===== src/rtl/config_pkg.sv =====
// Project-wide audio configuration shared by the oscillator, envelope and mixer blocks.
package CONFIG;
  localparam int AUDIO_BIT_WIDTH = 16;
endpackage


===== src/rtl/envelope_generator_pkg.sv =====
// Envelope state encoding shared with the voice mixer and voice allocator.
package envelope_generator_pkg;

  typedef enum logic [2:0] {
    IDLE,
    ATTACK,
    DECAY,
    SUSTAIN,
    RELEASE
  } env_state_t;

  // States in which the key is still considered held, so note_off starts a release.
  function automatic logic note_held(env_state_t state);
    return (state == ATTACK) || (state == DECAY) || (state == SUSTAIN);
  endfunction

endpackage


===== src/rtl/envelope_generator_scaler.sv =====
// Two-stage offset-binary sample x unsigned gain multiplier; output is midpoint-centred.
module envelope_scaler #(
  parameter int SAMPLE_WIDTH = CONFIG::AUDIO_BIT_WIDTH,
  parameter int GAIN_WIDTH   = 16
) (
  input  logic                    clock,
  input  logic                    reset,
  input  logic [SAMPLE_WIDTH-1:0] sample_in,
  input  logic [GAIN_WIDTH-1:0]   gain,
  output logic [SAMPLE_WIDTH-1:0] sample_out
);

  localparam int PROD_WIDTH = SAMPLE_WIDTH + GAIN_WIDTH + 1;
  localparam logic [SAMPLE_WIDTH-1:0] MIDPOINT = {1'b1, {(SAMPLE_WIDTH-1){1'b0}}};

  logic signed [SAMPLE_WIDTH:0] centered;
  logic signed [PROD_WIDTH-1:0] centered_ext;
  logic signed [PROD_WIDTH-1:0] gain_ext;
  logic signed [PROD_WIDTH-1:0] product_next;
  logic signed [PROD_WIDTH-1:0] product_reg;
  logic [SAMPLE_WIDTH-1:0]      scaled;
  logic [SAMPLE_WIDTH-1:0]      sample_out_reg;
  logic                         unused_product_bits;

  assign centered     = $signed({1'b0, sample_in}) - $signed({1'b0, MIDPOINT});
  assign centered_ext = $signed({{(PROD_WIDTH-SAMPLE_WIDTH-1){centered[SAMPLE_WIDTH]}}, centered});
  assign gain_ext     = $signed({{(PROD_WIDTH-GAIN_WIDTH){1'b0}}, gain});
  assign product_next = centered_ext * gain_ext;

  // Slicing above the fraction bits equals an arithmetic shift truncated to the sample width.
  assign scaled = product_reg[GAIN_WIDTH +: SAMPLE_WIDTH];
  assign unused_product_bits = ^{product_reg[GAIN_WIDTH-1:0], product_reg[PROD_WIDTH-1]};

  always_ff @(posedge clock or posedge reset) begin
    if (reset) begin
      product_reg    <= '0;
      sample_out_reg <= MIDPOINT;
    end else begin
      product_reg    <= product_next;
      sample_out_reg <= MIDPOINT + scaled;
    end
  end

  assign sample_out = sample_out_reg;

endmodule


===== src/rtl/envelope_generator.sv =====
// Per-voice ADSR envelope: tick-paced level FSM driving a pipelined sample scaler.
module envelope_generator
  import envelope_generator_pkg::*;
#(
  parameter int TICK_DIVIDER = 1000,
  parameter int ENV_WIDTH    = 16
) (
  input  logic                                clock_50_000_000,
  input  logic                                reset,
  input  logic                                note_on,
  input  logic                                note_off,
  input  logic [ENV_WIDTH-1:0]                attack_step,
  input  logic [ENV_WIDTH-1:0]                decay_step,
  input  logic [ENV_WIDTH-1:0]                sustain_level,
  input  logic [ENV_WIDTH-1:0]                release_step,
  input  logic [CONFIG::AUDIO_BIT_WIDTH-1:0]  wave_in,
  output logic                                osc_clear,
  output logic                                voice_active,
  output logic [ENV_WIDTH-1:0]                envelope,
  output logic [CONFIG::AUDIO_BIT_WIDTH-1:0]  wave_out
);

  localparam int CNT_WIDTH = (TICK_DIVIDER > 1) ? $clog2(TICK_DIVIDER) : 1;
  localparam logic [CNT_WIDTH-1:0] TICK_LAST  = CNT_WIDTH'(TICK_DIVIDER - 1);
  localparam logic [ENV_WIDTH-1:0] FULL_SCALE = '1;

  logic [CNT_WIDTH-1:0] tick_count_reg, tick_count_next;
  logic                 tick;
  env_state_t           state_reg, state_next;
  logic [ENV_WIDTH-1:0] env_reg, env_next;
  logic                 osc_clear_reg, osc_clear_next;

  // One extra bit catches overflow on the add and borrow on the subtracts.
  logic [ENV_WIDTH:0]   attack_sum;
  logic [ENV_WIDTH:0]   decay_diff;
  logic [ENV_WIDTH:0]   release_diff;

  assign tick            = (tick_count_reg == TICK_LAST);
  assign tick_count_next = tick ? '0 : tick_count_reg + CNT_WIDTH'(1);

  assign attack_sum   = {1'b0, env_reg} + {1'b0, attack_step};
  assign decay_diff   = {1'b0, env_reg} - {1'b0, decay_step};
  assign release_diff = {1'b0, env_reg} - {1'b0, release_step};

  always_comb begin
    state_next     = state_reg;
    env_next       = env_reg;
    osc_clear_next = 1'b0;
    if (note_on) begin
      // Retrigger keeps the current level; only a fresh note restarts the oscillator.
      state_next     = ATTACK;
      osc_clear_next = (state_reg == IDLE);
    end else if (note_off && note_held(state_reg)) begin
      state_next = RELEASE;
    end else begin
      unique case (state_reg)
        ATTACK: begin
          if (tick) begin
            if ((attack_step == '0) || attack_sum[ENV_WIDTH] ||
                (attack_sum[ENV_WIDTH-1:0] == FULL_SCALE)) begin
              env_next   = FULL_SCALE;
              state_next = DECAY;
            end else begin
              env_next = attack_sum[ENV_WIDTH-1:0];
            end
          end
        end
        DECAY: begin
          if (tick) begin
            if ((decay_step == '0) || decay_diff[ENV_WIDTH] ||
                (decay_diff[ENV_WIDTH-1:0] <= sustain_level)) begin
              env_next   = sustain_level;
              state_next = SUSTAIN;
            end else begin
              env_next = decay_diff[ENV_WIDTH-1:0];
            end
          end
        end
        SUSTAIN: env_next = sustain_level;
        RELEASE: begin
          if (tick) begin
            if ((release_step == '0) || release_diff[ENV_WIDTH] ||
                (release_diff[ENV_WIDTH-1:0] == '0)) begin
              env_next   = '0;
              state_next = IDLE;
            end else begin
              env_next = release_diff[ENV_WIDTH-1:0];
            end
          end
        end
        default: env_next = '0;
      endcase
    end
  end

  always_ff @(posedge clock_50_000_000 or posedge reset) begin
    if (reset) begin
      tick_count_reg <= '0;
      state_reg      <= IDLE;
      env_reg        <= '0;
      osc_clear_reg  <= 1'b0;
    end else begin
      tick_count_reg <= tick_count_next;
      state_reg      <= state_next;
      env_reg        <= env_next;
      osc_clear_reg  <= osc_clear_next;
    end
  end

  assign osc_clear    = osc_clear_reg;
  assign voice_active = (state_reg != IDLE);
  assign envelope     = env_reg;

  envelope_scaler #(
    .SAMPLE_WIDTH(CONFIG::AUDIO_BIT_WIDTH),
    .GAIN_WIDTH  (ENV_WIDTH)
  ) u_scaler (
    .clock     (clock_50_000_000),
    .reset     (reset),
    .sample_in (wave_in),
    .gain      (env_reg),
    .sample_out(wave_out)
  );

endmodule


===== config.mk =====
export PLATFORM = sky130hd
export DESIGN_NAME = envelope_generator
export DESIGN_NICKNAME = d
export VERILOG_FILES = /design/src/rtl/config_pkg.sv /design/src/rtl/envelope_generator_pkg.sv /design/src/rtl/envelope_generator_scaler.sv /design/src/rtl/envelope_generator.sv
export SDC_FILE = /design/constraint.sdc
export NUM_CORES = 1
export LEC_CHECK = 0
export CORE_MARGIN = 8
export CORE_UTILIZATION = 50
export CTS_BUF_LIST = sky130_fd_sc_hd__clkbuf_2 sky130_fd_sc_hd__clkbuf_4 sky130_fd_sc_hd__clkbuf_8
export CTS_CLUSTER_SIZE = 8
export DETAILED_ROUTE_END_ITERATION = 8
export PLACE_DENSITY_LB_ADDON = 0.25
export SYNTH_ARGS = -nofsm -noshare
export SYNTH_HDL_FRONTEND = slang
export SYNTH_HIERARCHICAL = 1
export SYNTH_SLANG_ARGS = --single-unit
export TNS_END_PERCENT = 1

===== constraint.sdc =====
create_clock -name clock_50_000_000 -period 7.45 [get_ports clock_50_000_000]
set_input_delay 1.8625 -clock clock_50_000_000 [delete_from_list [all_inputs] [get_ports clock_50_000_000]]
set_output_delay 1.8625 -clock clock_50_000_000 [all_outputs]
set_load 0.05 [all_outputs]

**Word level (Yosys, flattened, before mapping)**

Index checks and enable logic that the tools add are counted.

- Bits in registers: 78
- Input bits: 84
- Output and inout bits: 34

- Add/subtract/negate cells: 6
- Multipliers: 1
- Order comparisons: 1
- Eq/ne operators: 15
- Mux-type cells: 18
- Bitwise logic cells: 2
- Reductions and logical operators: 18

Operator list:

| cell | count |
|---|---|
| $mux W16 | 6 |
| $logic_not A16 Y1 | 4 |
| $pmux W16 S4 | 1 |
| $sub A16 B16 Y17 | 2 |
| $mul A17 B17 Y32 | 1 |
| $mux W3 | 8 |
| $add A16 B16 Y17 | 1 |
| $sub A16 B16 Y17 const B | 1 |
| $add A16 B16 Y16 const A | 1 |
| $eq A16 B16 Y1 const B | 1 |
| $le A16 B16 Y1 | 1 |
| $add A10 B1 Y10 const B | 1 |
| $eq A10 B10 Y1 const B | 1 |
| $mux W10 | 1 |
| $pmux W3 S3 | 1 |
| $logic_or A1 B1 Y1 | 8 |
| $ne A4 B2 Y1 const B | 2 |
| $ne A4 B3 Y1 const B | 2 |
| $ne A4 B4 Y1 const B | 2 |
| $reduce_and A7 Y1 | 1 |
| $eq A3 B2 Y1 const B | 2 |
| $ne A2 B2 Y1 const B | 3 |
| $reduce_and A5 Y1 | 1 |
| $reduce_bool A5 Y1 | 1 |
| 7 further kinds | 8 |

**Logic depth before layout (Yosys ltp)**

Gate-level depths: netlist of run 1.

- Depth after elaboration: 8
- Depth in mapped cells: 22

**Hierarchy**

Netlist of run 1, hierarchy kept.

Modules (own cells, without submodules):

| module | times used | cells each | area an instance (µm²) | sequential area each (µm²) |
|---|---|---|---|---|
| envelope_scaler | 1 | 1139 | 10628.9 | 802.0 |
| envelope_generator | 1 | 634 | 4775.8 | 750.7 |

**Worst setup path before layout of run 1**

No wires, ideal clock.

- Path type: in2reg
- From: input wave_in[15] (netlist name)
- To: register u_scaler.product_reg[28]
- Setup time: 80 ps
- Arrival: 7136 ps
- Required time: 7370 ps
- Setup slack: 234 ps
- Stages: 20
- Buffers on the path: 1
- Path through: nand2b_1 -> inv_1 -> fa_1 -> inv_1 -> fa_1 -> inv_1 -> fa_1 -> fa_1 -> fa_1 -> inv_1 -> fa_1 -> inv_1 -> ha_1 -> buf_2 -> a211oi_1 -> o21bai_1 -> or3_1 -> o21ba_2 -> a21oi_1 -> xnor2_1

- Cells in the longest elaborated chain, start to end: 2

Ends and longest elaborated chain:

| what | RTL line | RTL |
|---|---|---|
| start, declared | envelope_generator.sv:16 | `input logic [CONFIG::AUDIO_BIT_WIDTH-1:0] wave_in,` |
| $sub A16 B16 Y17 | envelope_generator_scaler.sv:25 | `assign centered = $signed({1'b0, sample_in}) - $signed({1'b0, MIDPOINT});` |
| $mul A17 B17 Y32 | envelope_generator_scaler.sv:28 | `assign product_next = centered_ext * gain_ext;` |
| via u_scaler.product_next[28] | envelope_generator_scaler.sv:19 | `logic signed [PROD_WIDTH-1:0] product_next;` |
| end signal, assigned | envelope_generator_scaler.sv:39 | `product_reg <= product_next;` |
| end, declared | envelope_generator_scaler.sv:20 | `logic signed [PROD_WIDTH-1:0] product_reg;` |

The timed path passes the listed nets, and every way through them passes these cells.
A chain may end at the register's enable or synchronous reset.

**Worst setup path after layout of run 1**

- From: input wave_in[9] (netlist name)
- To: register u_scaler.product_reg[25]

Same word-level chain as after synthesis.

==> results of run 1 <==
==> worst max-delay path, delay by kind of cell <==
| kind | cells | cell delay (ps) |
|---|---|---|
| fa+ha+maj | 7 | 3300 |
| simple gates | 6 | 1000 |
| buf+inv | 6 | 830 |
| compound gates | 2 | 520 |
==> stage by stage <==
stage | cells | setup WS (ps)
floorplan | 1773 | 234
global placement | 2349 | -200
detailed placement | 2349 | -385
CTS | 2365 | 11.2
global route | 2365 | -24.2
finish | 2366 | 165
==> per-layer routing <==
metal  track usage, %  vias up  routed length, um
met5                0        -                 13
met4             7.90        2               1180
met3             3.50       75               2410
met2             41.0      409              20400
met1             30.4     6543              17600
li1                 -     6020                  -
==> logic make-up (layout without fill, tap and decap cells) <==
logic type,count (synthesis),count (layout),synth area share [%]
simple gates,505,505,16.8
buf+inv,449,645,11.0
fa+ha+maj,406,406,45.7
compound gates,278,278,12.2
xor+xnor,62,62,3.53
flops,62,62,10.1
mux,11,11,0.715
other cells,0,1,0
==> synth_stat cells, types with 22 or more instances <==
| library cell | instances |
|---|---|
| nand2_1 | 181 |
| fa_1 | 261 |
| inv_1 | 399 |
| nand3_1 | 22 |
| clkbuf_1 | 43 |
| dfrtp_1 | 61 |
| nor2_1 | 50 |
| and2_1 | 121 |
| a21oi_1 | 57 |
| xnor2_1 | 38 |
| o21ai_0 | 66 |
| a21o_1 | 22 |
| nand2b_1 | 25 |
| ha_1 | 145 |
| xor2_1 | 24 |
==> final timing paths <==
check | start | to | slack [ps] | cells past startpoint
setup / recovery | wave_in[9] | u_scaler/product_reg[25] | 160 | 21
setup reg to reg | envelope[3] | u_scaler/product_reg[28] | 1280 | 18
max in group asynchronous | reset | u_scaler/sample_out[15] | 4750 | 3
min in group asynchronous | reset | u_scaler/product_reg[22] | 2010 | 2
hold reg to reg | u_scaler/product_reg[19] | u_scaler/sample_out[3] | 340 | 0
hold / removal | u_scaler/product_reg[19] | u_scaler/sample_out[3] | 340 | 0
==> cell type report <==
cell class                 instances  area (um2)
tap                              396         495
antenna                            1        2.50
clock inverter                     4        22.5
fill                            2769       12400
sequential                        62        1550
multi-input combinational       1262       12200
timing repair buffer             230        2090
clock buffer                      12         153
inverter                         399        1500
==> repair_timing <==
action / in CTS / in global routing
gates resized for setup: 0 / 13
hold endpoints to repair: 0 / 0
hold buffers: 0 / 0
endpoints found under the setup margin: 0 / 11
==> impl_metrics.yaml, run 1 <==
final_layout:
  final_cell_mix: "398 x inv_1, 261 x fa_1, 181 x nand2_1"
  final_util_pct: 59.2
  final_common_cell: "inv_1"
  syn2layout_area_growth_pct: 16.9
  drive_above_1_share_pct: 8.18
  fin_nets: 2454
  postLayoutCellArea_um2: 18000
timing:
  hold_viol: 0
  tightest_slew_ps: 1100
  relSlewSlack_pct: 26.5
  rsz0062_at_grt: "true"
  skew_ps: 12.3
  drv_slew: 0
  finalSetupViolCount: 0
  final.setup.tns_ps: 0
  layout_min_cycle_time_ps: 7290
  period_share_pct: 97.8
  fin_hold_ws_ps: 343
  max_freq_mhz: 137
global_routing:
  grt_util_all_layers_pct: 23.8
  antenna_found_initial: 1
  grt_max_degree: 31
  grt_pass1_wl_um: 69500
  grt-ovfl-total: 0
  grt_pass1_vias: 14000
drt:
  wl_per_cell_um: 17.6
  ant_nets: 0
  drt_first_iter_violations: 839
  viasPerCell: 5.52
  vias: 13000
  post-route-drc-count: 0
  wl_um: 41600
  dr.pass1.iters: 6
placement:
  place.gp.congestion: 0.905
  dp_hpwl_um: 34500
  port_buffers: 117
  placed_area_um2: 17800
synth:
  synth_warnings: 6
  yosysSeqAreaShare_pct: 10.1
  yosysUniqueCellTypes: 78
  synth-seq-cells: 62
  synth_top_area_share_pct: 33.9
  syn-num-nets: 2263
  synth_area_leaders: "fa_1 34%, ha_1 12%, dfrtp_1 9.9%"
  syn-instance-count: 1773
  yosys.area.top_type: "fa_1"
  synth-async-reset-ratio_pct: 100
  syn_avg_cell_area_um2: 8.69
  synth_edf_count: 0
  synth_ff_type: "dfrtp_1"
  synthesis.area_um2: 15400
setup_path:
  cp_max_fo: 11
  required_ps: 7690
  worst_setup_path_start_kind: "input port"
  cp-end-kind: "register"
  path_class: "input port to register"
  timing.critical_path.mode_cell: "fa_1"
  cp_cell_sequence: "clkdlybuf4s50_1 > buf_12 > and2_1 > fa_1 > inv_1 > fa_1 > fa_1 > fa_1 > inv_1 > fa_1 > inv_1 > fa_1 > inv_1 > ha_1 > and3_1 > nand2_1 > a211o_1 > a21oi_4 > nor2_2 > or3_1 > nor4b_4"
  max_stage_delay_ps: 550
  cp_slowest_cell: "fa_1"
  crit_arrival_ps: 7530
clocking:
  htree_levels: 3
  cts.path.max_buffers: 2
  cts.sinks: 62
  cts_setup_buffers: 0
  ctsRootBufferMaster: "clkbuf_8"
  clk_latency_ps: 370
  cts.clk_slew.worst_paths_ps: 70
  cts_tree: "built"
  cts_buffers: 9
die:
  core_um2: 30400
  die-area_um2: 36700
  ios: 118
  rows: 64
  die_h_um: 192
  initial_utilization_pct: 50.6
  die_w_um: 192
min_path:
  min_path_type: "register to register"
status:
  status: "finished, final reports clean"
run:
  max_cap_viol_count: 0
Power of run 1 is left out: the tool's default activity adds up to more than one toggle a clock period on the data nets, which glitch-free logic cannot reach.
==> run 2: changes to the inputs <==
Clock period 7.45 ns to 6.3 ns, I/O delays scaled along.
==> run 2 against run 1 <==
The flow now finishes with violations (setup timing). Non-clock buffer count rose by 74. Final cell count grew 3.0%. Hold slack better by 5.7 ps. Routed wire length rose by 4.8%. First-iteration DRC count rose by 26%. Die area unchanged. Global-route usage up 0.95 points. Via count is 2.8% higher.
==> impl_metrics.yaml, run 2 (synthesis gave the netlist of run 1 again) <==
die:
  rows: 64
  ios: 118
  initial_utilization_pct: 50.6
  die-area_um2: 36700
  core_um2: 30400
  die_h_um: 192
  die_w_um: 192
clocking:
  cts_tree: "built"
  cts-hold-fix-buffers: 0
  cts_buffers: 9
  cts.path.max_buffers: 2
  cts.clk_slew.worst_paths_ps: 70
  htree_levels: 3
  ctsRootBufferMaster: "clkbuf_8"
  cts.sinks: 62
  clk_latency_ps: 380
global_routing:
  grt-ovfl-total: 0
  grt_pass1_wl_um: 71900
  grt_pass1_vias: 14300
  antenna_found_initial: 0
  grt_util_all_layers_pct: 24.8
  grt_max_degree: 31
drt:
  post-route-drc-count: 0
  drt_first_iter_violations: 1056
  met3_length_um: 2900
  wl_met1_um: 18600
  dr.pass1.iters: 6
  dr_wl_met2_um: 20700
  top_layer: "met4"
  wl_um: 43600
  ant_nets: 0
  wl_per_cell_um: 17.9
  vias: 13400
  viasPerCell: 5.50
placement:
  placed_area_um2: 18200
  port_buffers: 117
  place.gp.congestion: 0.941
  dp_hpwl_um: 35200
  place_ws_ps: -1070
final_layout:
  syn2layout_area_growth_pct: 23.9
  num-fill-cells: 2608
  drive_above_1_share_pct: 16.5
  final_cell_mix: "376 x inv_1, 247 x fa_1, 175 x nand2_1"
  insertedDiodeCount: 0
  postLayoutCellArea_um2: 19100
  final_common_cell: "inv_1"
  final_util_pct: 62.7
  fin_nets: 2528
timing:
  drv_slew: 0
  tightest_slew_ps: 893
  finalSetupViolCount: 11
  hold_viol: 0
  layout_min_cycle_time_ps: 6510
  relSlewSlack_pct: 40.5
  skew_ps: 12.0
  rsz0062_at_grt: "true"
  max_freq_mhz: 154
  period_share_pct: 103
  worst_slack_ps: -215
min_path:
  hold_start: "u_scaler/product_reg[28]"
  min_path_type: "register to register"
setup_path:
  r2r_start: "envelope[4]"
  required_ps: 6540
  startpoint: "wave_in[10]"
  cp_max_fo: 4
  cp-end-kind: "register"
  crit_arrival_ps: 6760
  path_class: "input port to register"
  worst_setup_path_start_kind: "input port"
run:
  max_cap_viol_count: 0
status:
  violations: "setup timing"
  status: "finished with violations"
## run 2: cell types whose count changed in the layout (fill, tap and decap cells not counted), moves of 14 or more
cell | previous run | this run
fa_1 | 261 | 247
fa_2 | 0 | 14
inv_2 | 1 | 23
inv_1 | 398 | 376
buf_6 | 0 | 20
buf_4 | 108 | 159
## run 2: worst max-delay path, cell delays in order
cell and delay [ps]:
buf_8 110, buf_6 130, and2_4 140, fa_1 550, inv_2 40, fa_2 570
fa_1 410, fa_1 530, inv_2 40, fa_1 510, inv_2 40, fa_1 510
inv_2 50, ha_4 270, and3_4 180, nand2_2 60, a211o_1 320, a21oi_4 210
nor2_4 60, or3_4 330, nor4b_4 140
## run 2: timing repair
item,in CTS,in global routing
buffers inserted,15,10
endpoints found under the setup margin,16,16
resized for setup,81,82
pin swaps,35,82
cloned,5,1
## run 2: path summary, 6_finish.rpt
kind,to,depth (start not counted),slack (ps)
setup / recovery,u_scaler/product_reg[25],21,-210
hold / removal,u_scaler/sample_out[12],0,350
setup reg to reg,u_scaler/product_reg[25],19,260
hold reg to reg,u_scaler/sample_out[12],0,350
max in group asynchronous,u_scaler/sample_out[15],3,3940
min in group asynchronous,u_scaler/sample_out[5],2,1680
## run 2: final cells by class
| type | instances | area (um2) | area share [%] |
|---|---|---|---|
| clock buffers | 11 | 151 | 0.793 |
| multi-input cells | 1262 | 12600 | 66.2 |
| repair buffers | 304 | 2690 | 14.1 |
| inverters | 399 | 1500 | 7.85 |
| well taps | 396 | 495 | 2.60 |
| flip-flops and latches | 62 | 1550 | 8.14 |
| clock inverters | 4 | 70.1 | 0.367 |
## run 2: through the flow
step	setup TNS (ps)	hold WS, ps	cells
floorplan	-2120	331	1773
global placement	-13390	335	2395
detailed placement	-14640	336	2395
CTS	-2670	351	2430
global route	-3870	354	2438
finish	-1520	349	2438
## run 2: metal layers
metal / vias to the layer above / track usage [%]
li1: 6155 / -
met1: 6724 / 32.7
met2: 460 / 40.9
met3: 73 / 4.07
met4: 0 / 8.67
met5: - / 0
Power of run 2 is left out for the same reason.
